<file path="src/rtl/serial_sub_4bit_pkg.sv">
// Shared definitions for the bit-serial arithmetic blocks: FSM encodings and default width.
package serial_sub_4bit_pkg;

  localparam int DEFAULT_WIDTH = 4;

  typedef enum logic [1:0] {
    ST_IDLE = 2'd0,
    ST_RUN  = 2'd1,
    ST_DONE = 2'd2
  } state_e;

endpackage

</file>
<file path="src/rtl/serial_sub_4bit_full_subtractor.sv">
// One-bit full subtractor: d = a - b - bin, bout set when the bit needs to borrow.
module full_subtractor (
  input  logic a,
  input  logic b,
  input  logic bin,
  output logic d,
  output logic bout
);

  assign d    = a ^ b ^ bin;
  assign bout = (~a & b) | (~(a ^ b) & bin);

endmodule

</file>
<file path="src/rtl/serial_sub_4bit.sv">
// Bit-serial unsigned subtractor: A - B computed LSB first, one bit per clock,
// with a start/busy/done handshake and a registered borrow chain.
module serial_sub_4bit
  import serial_sub_4bit_pkg::*;
#(
  parameter int WIDTH = DEFAULT_WIDTH
) (
  input  logic             clk,
  input  logic             rst_n,
  input  logic             start,
  input  logic [WIDTH-1:0] A,
  input  logic [WIDTH-1:0] B,
  output logic             busy,
  output logic             done,
  output logic [WIDTH-1:0] diff,
  output logic             borrow,
  output logic [WIDTH:0]   ans,
  output logic [1:0]       dbg_state_o
);

  localparam int CNT_W = $clog2(WIDTH) + 1;

  // Handshake: start is accepted only in IDLE or DONE; busy is high while bits
  // are processed; done is a one-cycle pulse marking diff/borrow/ans valid.
  state_e             state_q;
  logic [WIDTH-1:0]   a_sh_q;
  logic [WIDTH-1:0]   b_sh_q;
  logic [WIDTH-1:0]   diff_sh_q;
  logic [CNT_W-1:0]   cnt_q;
  logic               bq_q;
  logic               borrow_q;
  logic               busy_q;
  logic               done_q;

  logic               bit_d;
  logic               bout_d;

  full_subtractor u_fs (
    .a    (a_sh_q[0]),
    .b    (b_sh_q[0]),
    .bin  (bq_q),
    .d    (bit_d),
    .bout (bout_d)
  );

  always_ff @(posedge clk) begin
    if (!rst_n) begin
      state_q   <= ST_IDLE;
      a_sh_q    <= '0;
      b_sh_q    <= '0;
      diff_sh_q <= '0;
      cnt_q     <= '0;
      bq_q      <= 1'b0;
      borrow_q  <= 1'b0;
      busy_q    <= 1'b0;
      done_q    <= 1'b0;
    end else begin
      case (state_q)
        ST_IDLE, ST_DONE: begin
          done_q <= 1'b0;
          if (start) begin
            a_sh_q  <= A;
            b_sh_q  <= B;
            bq_q    <= 1'b0;
            cnt_q   <= '0;
            busy_q  <= 1'b1;
            state_q <= ST_RUN;
          end else begin
            state_q <= ST_IDLE;
          end
        end
        ST_RUN: begin
          // Each difference bit enters at the MSB so the first bit lands in bit 0.
          diff_sh_q <= {bit_d, diff_sh_q[WIDTH-1:1]};
          a_sh_q    <= a_sh_q >> 1;
          b_sh_q    <= b_sh_q >> 1;
          bq_q      <= bout_d;
          cnt_q     <= cnt_q + CNT_W'(1);
          if (cnt_q == CNT_W'(WIDTH - 1)) begin
            borrow_q <= bout_d;
            busy_q   <= 1'b0;
            done_q   <= 1'b1;
            state_q  <= ST_DONE;
          end
        end
        default: begin
          busy_q  <= 1'b0;
          done_q  <= 1'b0;
          state_q <= ST_IDLE;
        end
      endcase
    end
  end

  assign busy        = busy_q;
  assign done        = done_q;
  assign diff        = diff_sh_q;
  assign borrow      = borrow_q;
  assign ans         = {borrow_q, diff_sh_q};
  assign dbg_state_o = state_q;

endmodule

</file>
<file path="config.mk">
export PLATFORM = sky130hd
export DESIGN_NAME = serial_sub_4bit
export DESIGN_NICKNAME = d
export VERILOG_FILES = /design/src/rtl/serial_sub_4bit_pkg.sv /design/src/rtl/serial_sub_4bit_full_subtractor.sv /design/src/rtl/serial_sub_4bit.sv
export SDC_FILE = /design/constraint.sdc
export NUM_CORES = 1
export LEC_CHECK = 0
export ABC_AREA = 1
export CORE_MARGIN = 3
export CORE_UTILIZATION = 54
export CTS_BUF_LIST = sky130_fd_sc_hd__clkbuf_8
export CTS_CLUSTER_DIAMETER = 50
export DETAILED_ROUTE_END_ITERATION = 7
export GPL_TIMING_DRIVEN = 0
export PLACE_DENSITY = 0.86
export SLEW_MARGIN = 20
export SYNTH_ARGS = -nofsm -noshare
export SYNTH_HDL_FRONTEND = slang
export SYNTH_SLANG_ARGS = --single-unit
</file>
<file path="constraint.sdc">
create_clock -name clk -period 3.1 [get_ports clk]
set_clock_uncertainty 0.1 [all_clocks]
set_input_delay 0.465 -clock clk [delete_from_list [all_inputs] [get_ports clk]]
set_output_delay 0.465 -clock clk [all_outputs]
set_load 0.02 [all_outputs]
</file>
==> results.py, run 1 <==
metrics = {
    "logic_synthesis": {
        "syn_nets": 149,
        "synth_top_family_by_area": "simple AND/OR/NAND/NOR gates",
        "ys_types": 23,
        "synth_xor_area_share_pct": 0,
        "netlist_area_um2": 1010,
        "synth_compound_area_share_pct": 8.19,
        "synthAdderAreaFrac_pct": 4.47,
        "synth-seq-cells": 21,
        "syn_inst": 135,
        "syn-mean-instance-area_um2": 7.47,
        "yosysSeqAreaShare_pct": 41.7,
        "synthMuxAreaShare_pct": 0,
        "ys_warn_count": 0,
        "synthSimpleGateAreaFrac_pct": 28.8,
    },
    "global_route": {
        "grt_util_met2_pct": 34.4,
        "grt_use_total_pct": 20.3,
        "gr-usage-met1_pct": 22.4,
        "antenna_found_initial": 0,
        "grt_overflow": 0,
        "grt_pass1_wl_um": 3860,
        "grt_max_degree": 13,
        "use_met3_pct": 4.59,
        "grt_pass1_vias": 936,
        "grt-busiest-layer": "met2",
    },
    "drt": {
        "vias": 930,
        "drtPass1Iterations": 6,
        "drc": 0,
        "postRouteAntennaNets": 0,
        "drt-initial-drc-count": 15,
        "drt-total-wl_um": 2150,
        "routed_via_density": 5.00,
        "detail_route.wl_per_cell_um": 11.5,
    },
    "pwr": {
        "peakVddDrop_uv": 415,
        "p_leak_nw": 0.587,
        "p_per_area_nw_per_um2": 477,
    },
    "place": {
        "place_area_um2": 1270,
        "portBuffers": 23,
        "hpwl_um": 1560,
        "routabilityCongestion": 0.803,
    },
    "timing": {
        "slew_violations": 0,
        "clock.fmax_mhz": 526,
        "tightest_slew_ns": 0.232,
        "hold_viol": 0,
        "hold_ws_ns": 0.380,
        "relSlewSlack_pct": 84.5,
        "setup_violations": 0,
        "period_needed_ns": 1.90,
        "rsz0062_at_grt": "false",
        "setup_tns_ns": 0,
        "min_period_over_period_pct": 61.3,
    },
    "clock_network": {
        "clockBufferDepth": 2,
        "cts.repair.resized": 0,
        "clk_latency_ns": 0.26,
        "htreeDepth": 1,
        "ctsHoldBuffers": 0,
        "clkSlewWorstSetupHoldPaths_ns": 0.08,
        "numCtsBuffers": 3,
        "cts_tree": "built",
        "cts.sinks": 21,
        "root_buffer": "clkbuf_8",
        "post_cts_buffers": 0,
    },
    "layout": {
        "design_area_um2": 1320,
        "n_antenna_cell": 0,
        "fin_nets": 177,
        "area_growth_pct": 30.4,
        "layout-drive-gt1-share_pct": 13.0,
        "post-route-util_pct": 80.7,
    },
    "floorplan": {
        "core-area_um2": 1630,
        "die-width_um": 49.2,
        "start_util_pct": 61.9,
        "std_cell_rows": 14,
        "ios": 25,
        "die_h_um": 49.2,
        "die_area_um2": 2420,
    },
    "critical_path": {
        "crit_path_end_kind": "primary output",
        "start_kind": "flip-flop",
        "crit_fanout": 4,
        "required_ns": 2.53,
        "worstPathArrival_ns": 1.33,
        "critPathKind": "flip-flop to primary output",
    },
    "run_status": {
        "outcome": "finished clean",
    },
    "flow_run": {
        "cap_violations": 0,
    },
    "min_path": {
        "min_path_type": "flip-flop to flip-flop",
    },
}
==> cells in the mapped netlist, drive strengths merged <==
cell type / n / share of area, %
ha: 2 / 2.5
nor3: 6 / 3.5
dfxtp: 21 / 42
buf: 11 / 8.8
a21oi: 5 / 2.5
nand2: 22 / 9.2
o21ai: 9 / 4.5
nand3: 14 / 6.9
nand3b: 1 / 0.74
nor2: 19 / 7.8
inv: 21 / 8.1
o22ai: 2 / 1.2
fa: 1 / 2.0
nand4: 1 / 0.62
==> layout make-up <==
class,count,area [um^2]
buffer,11,88.8
inverter,21,81.3
clock inverter,1,5.00
sequential,21,420
clock buffer,3,41.3
timing repair buffer,23,230
tap,24,30.0
fill,119,314
multi-input combinational,82,418
==> per-layer routing <==
metal	wire length, um	share of wire, %
met5	0	0
met4	49	2.3
met3	103	4.8
met2	1040	48
met1	953	44
==> per-stage QoR <==
step / worst slack [ns] / std cells / power, mW
after detailed placement: 1.40 / 182 / 0.453
after floorplan: 1.87 / 135 / 0.401
final: 1.20 / 186 / 0.627
after global routing: 1.14 / 186 / 0.664
after global placement: 1.37 / 182 / 0.449
after CTS: 1.19 / 186 / 0.633
==> state kept, by name (all words and copies together) (netlist names) <==
| register | count |
|---|---|
| a_sh_q | 4 |
| b_sh_q | 4 |
| diff | 4 |
| cnt_q | 3 |
| dbg_state_o | 2 |
| borrow | 1 |
| bq_q | 1 |
| busy | 1 |
| done | 1 |
==> critical path, stage by stage, from the launching register on <==
cell             delay [ns]
dfxtp_1                0.37
buf_4                  0.12
clkdlybuf4s50_1        0.59
==> power by group <==
group          leakage (nW)  internal (mW)  switching [mW]
clock network        0.0255         0.0896          0.0898
logic                 0.389         0.0694          0.0783
registers             0.173          0.289          0.0104
total                 0.587          0.448           0.179
==> cell families after synthesis <==
group	after synthesis
AOI/OAI and AO/OA	16
DFF	21
and+or+nand+nor	63
buffers and inverters	32
adders and majority gates	3
==> final timing paths <==
check	cells past startpoint	endpoint	from	slack (ns)
hold / removal	1	cnt_q[0]	cnt_q[0]	0.38
hold reg to reg	1	cnt_q[0]	cnt_q[0]	0.38
setup / recovery	2	diff[1]	diff[1]	1.20
setup reg to reg	4	diff[3]	b_sh_q[0]	1.83
==> cells in the final DEF (no fill, tap or decap), drive strengths merged <==
cell type and instances:
dfxtp 21, nor3 6, nand4 1, inv 21, clkinv 1, buf 11, clkbuf 3, clkdlybuf4s50 23
ha 2, nand3 14, o22ai 2, nand2 22, o21ai 9, nor2 19, a21oi 5, fa 1
nand3b 1
Power figures use the tool's default switching activity.
==> run 2, diff against run 1 <==
--- a/config.mk
+++ b/config.mk
@@ -7,12 +7,12 @@
 export LEC_CHECK = 0
 export ABC_AREA = 1
 export CORE_MARGIN = 3
-export CORE_UTILIZATION = 54
+export CORE_UTILIZATION = 50
 export CTS_BUF_LIST = sky130_fd_sc_hd__clkbuf_8
 export CTS_CLUSTER_DIAMETER = 50
 export DETAILED_ROUTE_END_ITERATION = 7
 export GPL_TIMING_DRIVEN = 0
-export PLACE_DENSITY = 0.86
+export PLACE_DENSITY = 0.81
 export SLEW_MARGIN = 20
 export SYNTH_ARGS = -nofsm -noshare
 export SYNTH_HDL_FRONTEND = slang
==> constraint.sdc (replaced) <==
create_clock -name clk -period 1.95 [get_ports clk]
set_clock_uncertainty 0.1 [all_clocks]
set_input_delay 0.2925 -clock clk [delete_from_list [all_inputs] [get_ports clk]]
set_output_delay 0.2925 -clock clk [all_outputs]
set_load 0.02 [all_outputs]
==> results.py, run 2 (same netlist as run 1, synthesis figures left out) <==
metrics = {
    "run_status": {
        "outcome": "finished clean",
    },
    "clock_network": {
        "post_cts_buffers": 0,
        "clk_latency_ns": 0.26,
        "cts.sinks": 21,
        "ctsHoldBuffers": 0,
        "clkSlewWorstSetupHoldPaths_ns": 0.07,
        "clockBufferDepth": 2,
        "numCtsBuffers": 3,
        "cts.repair.resized": 0,
        "htreeDepth": 1,
        "cts_tree": "built",
        "root_buffer": "clkbuf_8",
    },
    "timing": {
        "hold_viol": 0,
        "setup_violations": 0,
        "slew_violations": 0,
        "relSlewSlack_pct": 85.3,
        "hold_ws_ns": 0.293,
        "period_needed_ns": 1.74,
        "tightest_slew_ns": 0.220,
        "setup_tns_ns": 0,
        "rsz0062_at_grt": "false",
        "clock.fmax_mhz": 575,
        "min_period_over_period_pct": 89.2,
    },
    "drt": {
        "postRouteAntennaNets": 0,
        "drc": 0,
        "routed_via_density": 4.92,
        "vias": 920,
        "drt-total-wl_um": 2010,
        "drtPass1Iterations": 4,
        "detail_route.wl_per_cell_um": 10.8,
        "drt-initial-drc-count": 7,
    },
    "pwr": {
        "p_leak_nw": 0.587,
        "p_per_area_nw_per_um2": 749,
        "peakVddDrop_uv": 579,
    },
    "place": {
        "place_area_um2": 1270,
        "routabilityCongestion": 0.807,
        "hpwl_um": 1540,
        "dp_cells": 183,
        "portBuffers": 23,
    },
    "layout": {
        "area_growth_pct": 30.5,
        "mostFrequentLayoutCells": "clkdlybuf4s50_1, dfxtp_1, nand2_1, inv_1, nor2_1",
        "layout-drive-gt1-share_pct": 13.0,
        "fin_nets": 177,
        "n_antenna_cell": 0,
        "regArea_um2": 420,
        "fin_cells": 187,
        "fill_cells": 165,
        "design_area_um2": 1320,
        "layout_commonest_cell": "clkdlybuf4s50_1",
        "multi_input_area_um2": 418,
    },
    "floorplan": {
        "die_h_um": 50.9,
        "core-area_um2": 1820,
        "ios": 25,
        "die_area_um2": 2590,
        "die-width_um": 50.9,
        "std_cell_rows": 15,
        "start_util_pct": 55.4,
    },
    "flow_run": {
        "cap_violations": 0,
    },
    "critical_path": {
        "r2r_slack_ns": 0.70,
        "required_ns": 1.56,
        "crit_path_end_kind": "primary output",
        "critPathKind": "flip-flop to primary output",
        "crit_fanout": 4,
        "start_kind": "flip-flop",
        "worstPathArrival_ns": 1.35,
    },
    "global_route": {
        "grt_overflow": 0,
        "grt_use_total_pct": 18.1,
        "grt_pass1_wl_um": 3510,
        "antenna_found_initial": 0,
        "grt_pass1_vias": 845,
        "grt_max_degree": 13,
    },
    "min_path": {
        "min_path_type": "primary input to flip-flop",
    },
}
run 2: path summary, 6_finish.rpt:
| kind | from | end | cells past startpoint |
|---|---|---|---|
| setup / recovery | diff[2] | diff[2] | 2 |
| hold / removal | rst_n | cnt_q[1] | 3 |
| setup reg to reg | cnt_q[0] | busy | 5 |
| hold reg to reg | cnt_q[0] | cnt_q[0] | 1 |
run 2: routing by layer:
layer  up-vias  GRT usage, %  part of all wire, %  wire, um
li1        473             -                    -         -
met1       415          20.0                   44       892
met2        27          32.0                   49       980
met3         5          4.08                  4.8        96
met4         0          9.42                  2.2        44
met5         -             0                    0         0
run 2: cell type report:
class / instances / share of cell area [%]
Buffer: 11 / 6.75
Clock buffer: 3 / 3.14
Clock inverter: 1 / 0.380
Inverter: 21 / 6.18
Multi-Input combinational cell: 82 / 31.7
Sequential cell: 21 / 31.9
Tap cell: 25 / 2.38
Timing Repair Buffer: 23 / 17.5
run 2: stage by stage:
stage / util [%] / power, mW / setup WS (ns)
finish: 72.3 / 0.986 / 0.210
global route: 72.3 / 1.05 / 0.142
CTS: 72.3 / 0.999 / 0.188
detailed placement: 69.8 / 0.720 / 0.389
global placement: 69.8 / 0.713 / 0.399
floorplan: - / 0.637 / 0.719
run 2: power breakdown:
| part | switching [mW] | internal (mW) |
|---|---|---|
| Clock | 0.136 | 0.142 |
| Combinational | 0.121 | 0.110 |
| Sequential | 0.0167 | 0.460 |
| Total | 0.274 | 0.712 |
run 2: critical path: stages (launching register included):
cell	delay [ns]
dfxtp_1	0.37
buf_4	0.12
clkdlybuf4s50_1	0.59
==> run 3, diff against run 2 <==
--- a/config.mk
+++ b/config.mk
@@ -7,12 +7,11 @@
 export LEC_CHECK = 0
 export ABC_AREA = 1
 export CORE_MARGIN = 3
-export CORE_UTILIZATION = 50
+export CORE_UTILIZATION = 35
 export CTS_BUF_LIST = sky130_fd_sc_hd__clkbuf_8
 export CTS_CLUSTER_DIAMETER = 50
 export DETAILED_ROUTE_END_ITERATION = 7
 export GPL_TIMING_DRIVEN = 0
-export PLACE_DENSITY = 0.81
 export SLEW_MARGIN = 20
 export SYNTH_ARGS = -nofsm -noshare
 export SYNTH_HDL_FRONTEND = slang
==> results.py, run 3 (same netlist as run 1, synthesis figures left out) <==
metrics = {
    "run_status": {
        "outcome": "finished clean",
    },
    "global_route": {
        "grt_pass1_vias": 851,
        "antenna_found_initial": 0,
        "grt_pass1_wl_um": 3670,
        "grt_overflow": 0,
        "grt_max_degree": 13,
        "grt_use_total_pct": 13.5,
    },
    "timing": {
        "setup_violations": 0,
        "hold_ws_ns": 0.293,
        "layout_setup_ws_ns": 0.218,
        "min_period_over_period_pct": 88.8,
        "rsz0062_at_grt": "false",
        "setup_tns_ns": 0,
        "relSlewSlack_pct": 84.9,
        "period_needed_ns": 1.73,
        "tightest_slew_ns": 0.226,
        "clock.fmax_mhz": 577,
        "hold_viol": 0,
        "slew_violations": 0,
    },
    "drt": {
        "postRouteAntennaNets": 0,
        "drt-total-wl_um": 2090,
        "drt-initial-drc-count": 21,
        "drtPass1Iterations": 4,
        "detail_route.wl_per_cell_um": 10.9,
        "routed_via_density": 4.67,
        "drc": 0,
        "vias": 896,
    },
    "place": {
        "routabilityCongestion": 0.741,
        "dp_cells": 188,
        "hpwl_um": 1570,
        "portBuffers": 23,
        "dp_slack_ns": 0.394,
        "place_area_um2": 1280,
    },
    "clock_network": {
        "cts.sinks": 21,
        "root_buffer": "clkbuf_8",
        "post_cts_buffers": 0,
        "clk_latency_ns": 0.26,
        "cts_tree": "built",
        "ctsHoldBuffers": 0,
        "clockBufferDepth": 2,
        "htreeDepth": 1,
        "cts.repair.resized": 0,
        "clkSlewWorstSetupHoldPaths_ns": 0.08,
        "numCtsBuffers": 3,
    },
    "layout": {
        "design_area_um2": 1320,
        "layout_commonest_cell": "clkdlybuf4s50_1",
        "fin_cells": 192,
        "fin_nets": 177,
        "n_antenna_cell": 0,
        "layout-drive-gt1-share_pct": 13.0,
        "mostFrequentLayoutCells": "clkdlybuf4s50_1, dfxtp_1, nand2_1, inv_1, nor2_1",
        "area_growth_pct": 31.1,
        "post-route-util_pct": 50.6,
        "fill_cells": 284,
    },
    "critical_path": {
        "start_kind": "flip-flop",
        "critical_path.top_delay_family": "buffers and inverters",
        "crit_path_end_kind": "primary output",
        "required_ns": 1.56,
        "max_stage_delay_ns": 0.59,
        "worstPathCellList": "buf_4, clkdlybuf4s50_1",
        "worstPathArrival_ns": 1.34,
        "slowest_stage": "clkdlybuf4s50_1",
        "cp.buffers_inverters": 2,
        "critPathKind": "flip-flop to primary output",
        "crit_fanout": 4,
    },
    "pwr": {
        "peakVddDrop_uv": 670,
        "power_uw": 995,
        "p_leak_nw": 0.587,
        "p_per_area_nw_per_um2": 752,
    },
    "floorplan": {
        "die_area_um2": 3560,
        "die-width_um": 59.7,
        "start_util_pct": 38.6,
        "std_cell_rows": 18,
        "die_h_um": 59.7,
        "core-area_um2": 2610,
        "ios": 25,
    },
    "min_path": {
        "min_path_type": "primary input to flip-flop",
    },
    "flow_run": {
        "cap_violations": 0,
    },
}
==> run 3: cell counts in the layout (fill, tap and decap cells not counted) <==
Identical to the previous run, type by type.
==> run 3: final timing paths <==
| kind | endpoint | slack (ns) | from | depth (start not counted) |
|---|---|---|---|---|
| min | cnt_q[1] | 0.29 | rst_n | 3 |
| max | diff[1] | 0.22 | diff[1] | 2 |
| max reg2reg | diff[3] | 0.68 | b_sh_q[0] | 4 |
| min reg2reg | cnt_q[0] | 0.36 | cnt_q[0] | 1 |
==> run 3: final cells by class <==
type                       count  area (um^2)  area share [%]
sequential                    21          420            31.8
multi-input combinational     82          418            31.6
timing repair buffer          23          230            17.4
buffer                        11         88.8            6.72
inverter                      21         81.3            6.15
clock buffer                   3         41.3            3.12
tap                           30         37.5            2.84
clock inverter                 1         5.00           0.378
==> run 3: layer usage <==
layer | vias to the layer above | share of wire [%] | global-route usage, %
li1 | 475 | - | -
met1 | 401 | 48 | 16.8
met2 | 18 | 44 | 21.9
met3 | 2 | 6.3 | 5.18
met4 | 0 | 0.91 | 2.85
met5 | - | 0 | 0
==> run 3: worst register-to-register path: cells and delay by family, from the launching register on <==
| family | cells | cell delay [ns] |
|---|---|---|
| adders and majority gates | 1 | 0.47 |
| DFF | 1 | 0.31 |
| AOI/OAI and AO/OA | 1 | 0.17 |
| buffers and inverters | 1 | 0.06 |
| and+or+nand+nor | 1 | 0.06 |
==> run 3: report_power, final <==
group / total, mW / leakage (nW) / internal [mW] / switching (mW)
clock network: 0.286 / 0.0255 / 0.142 / 0.144
logic: 0.232 / 0.389 / 0.111 / 0.122
registers: 0.476 / 0.173 / 0.460 / 0.0159
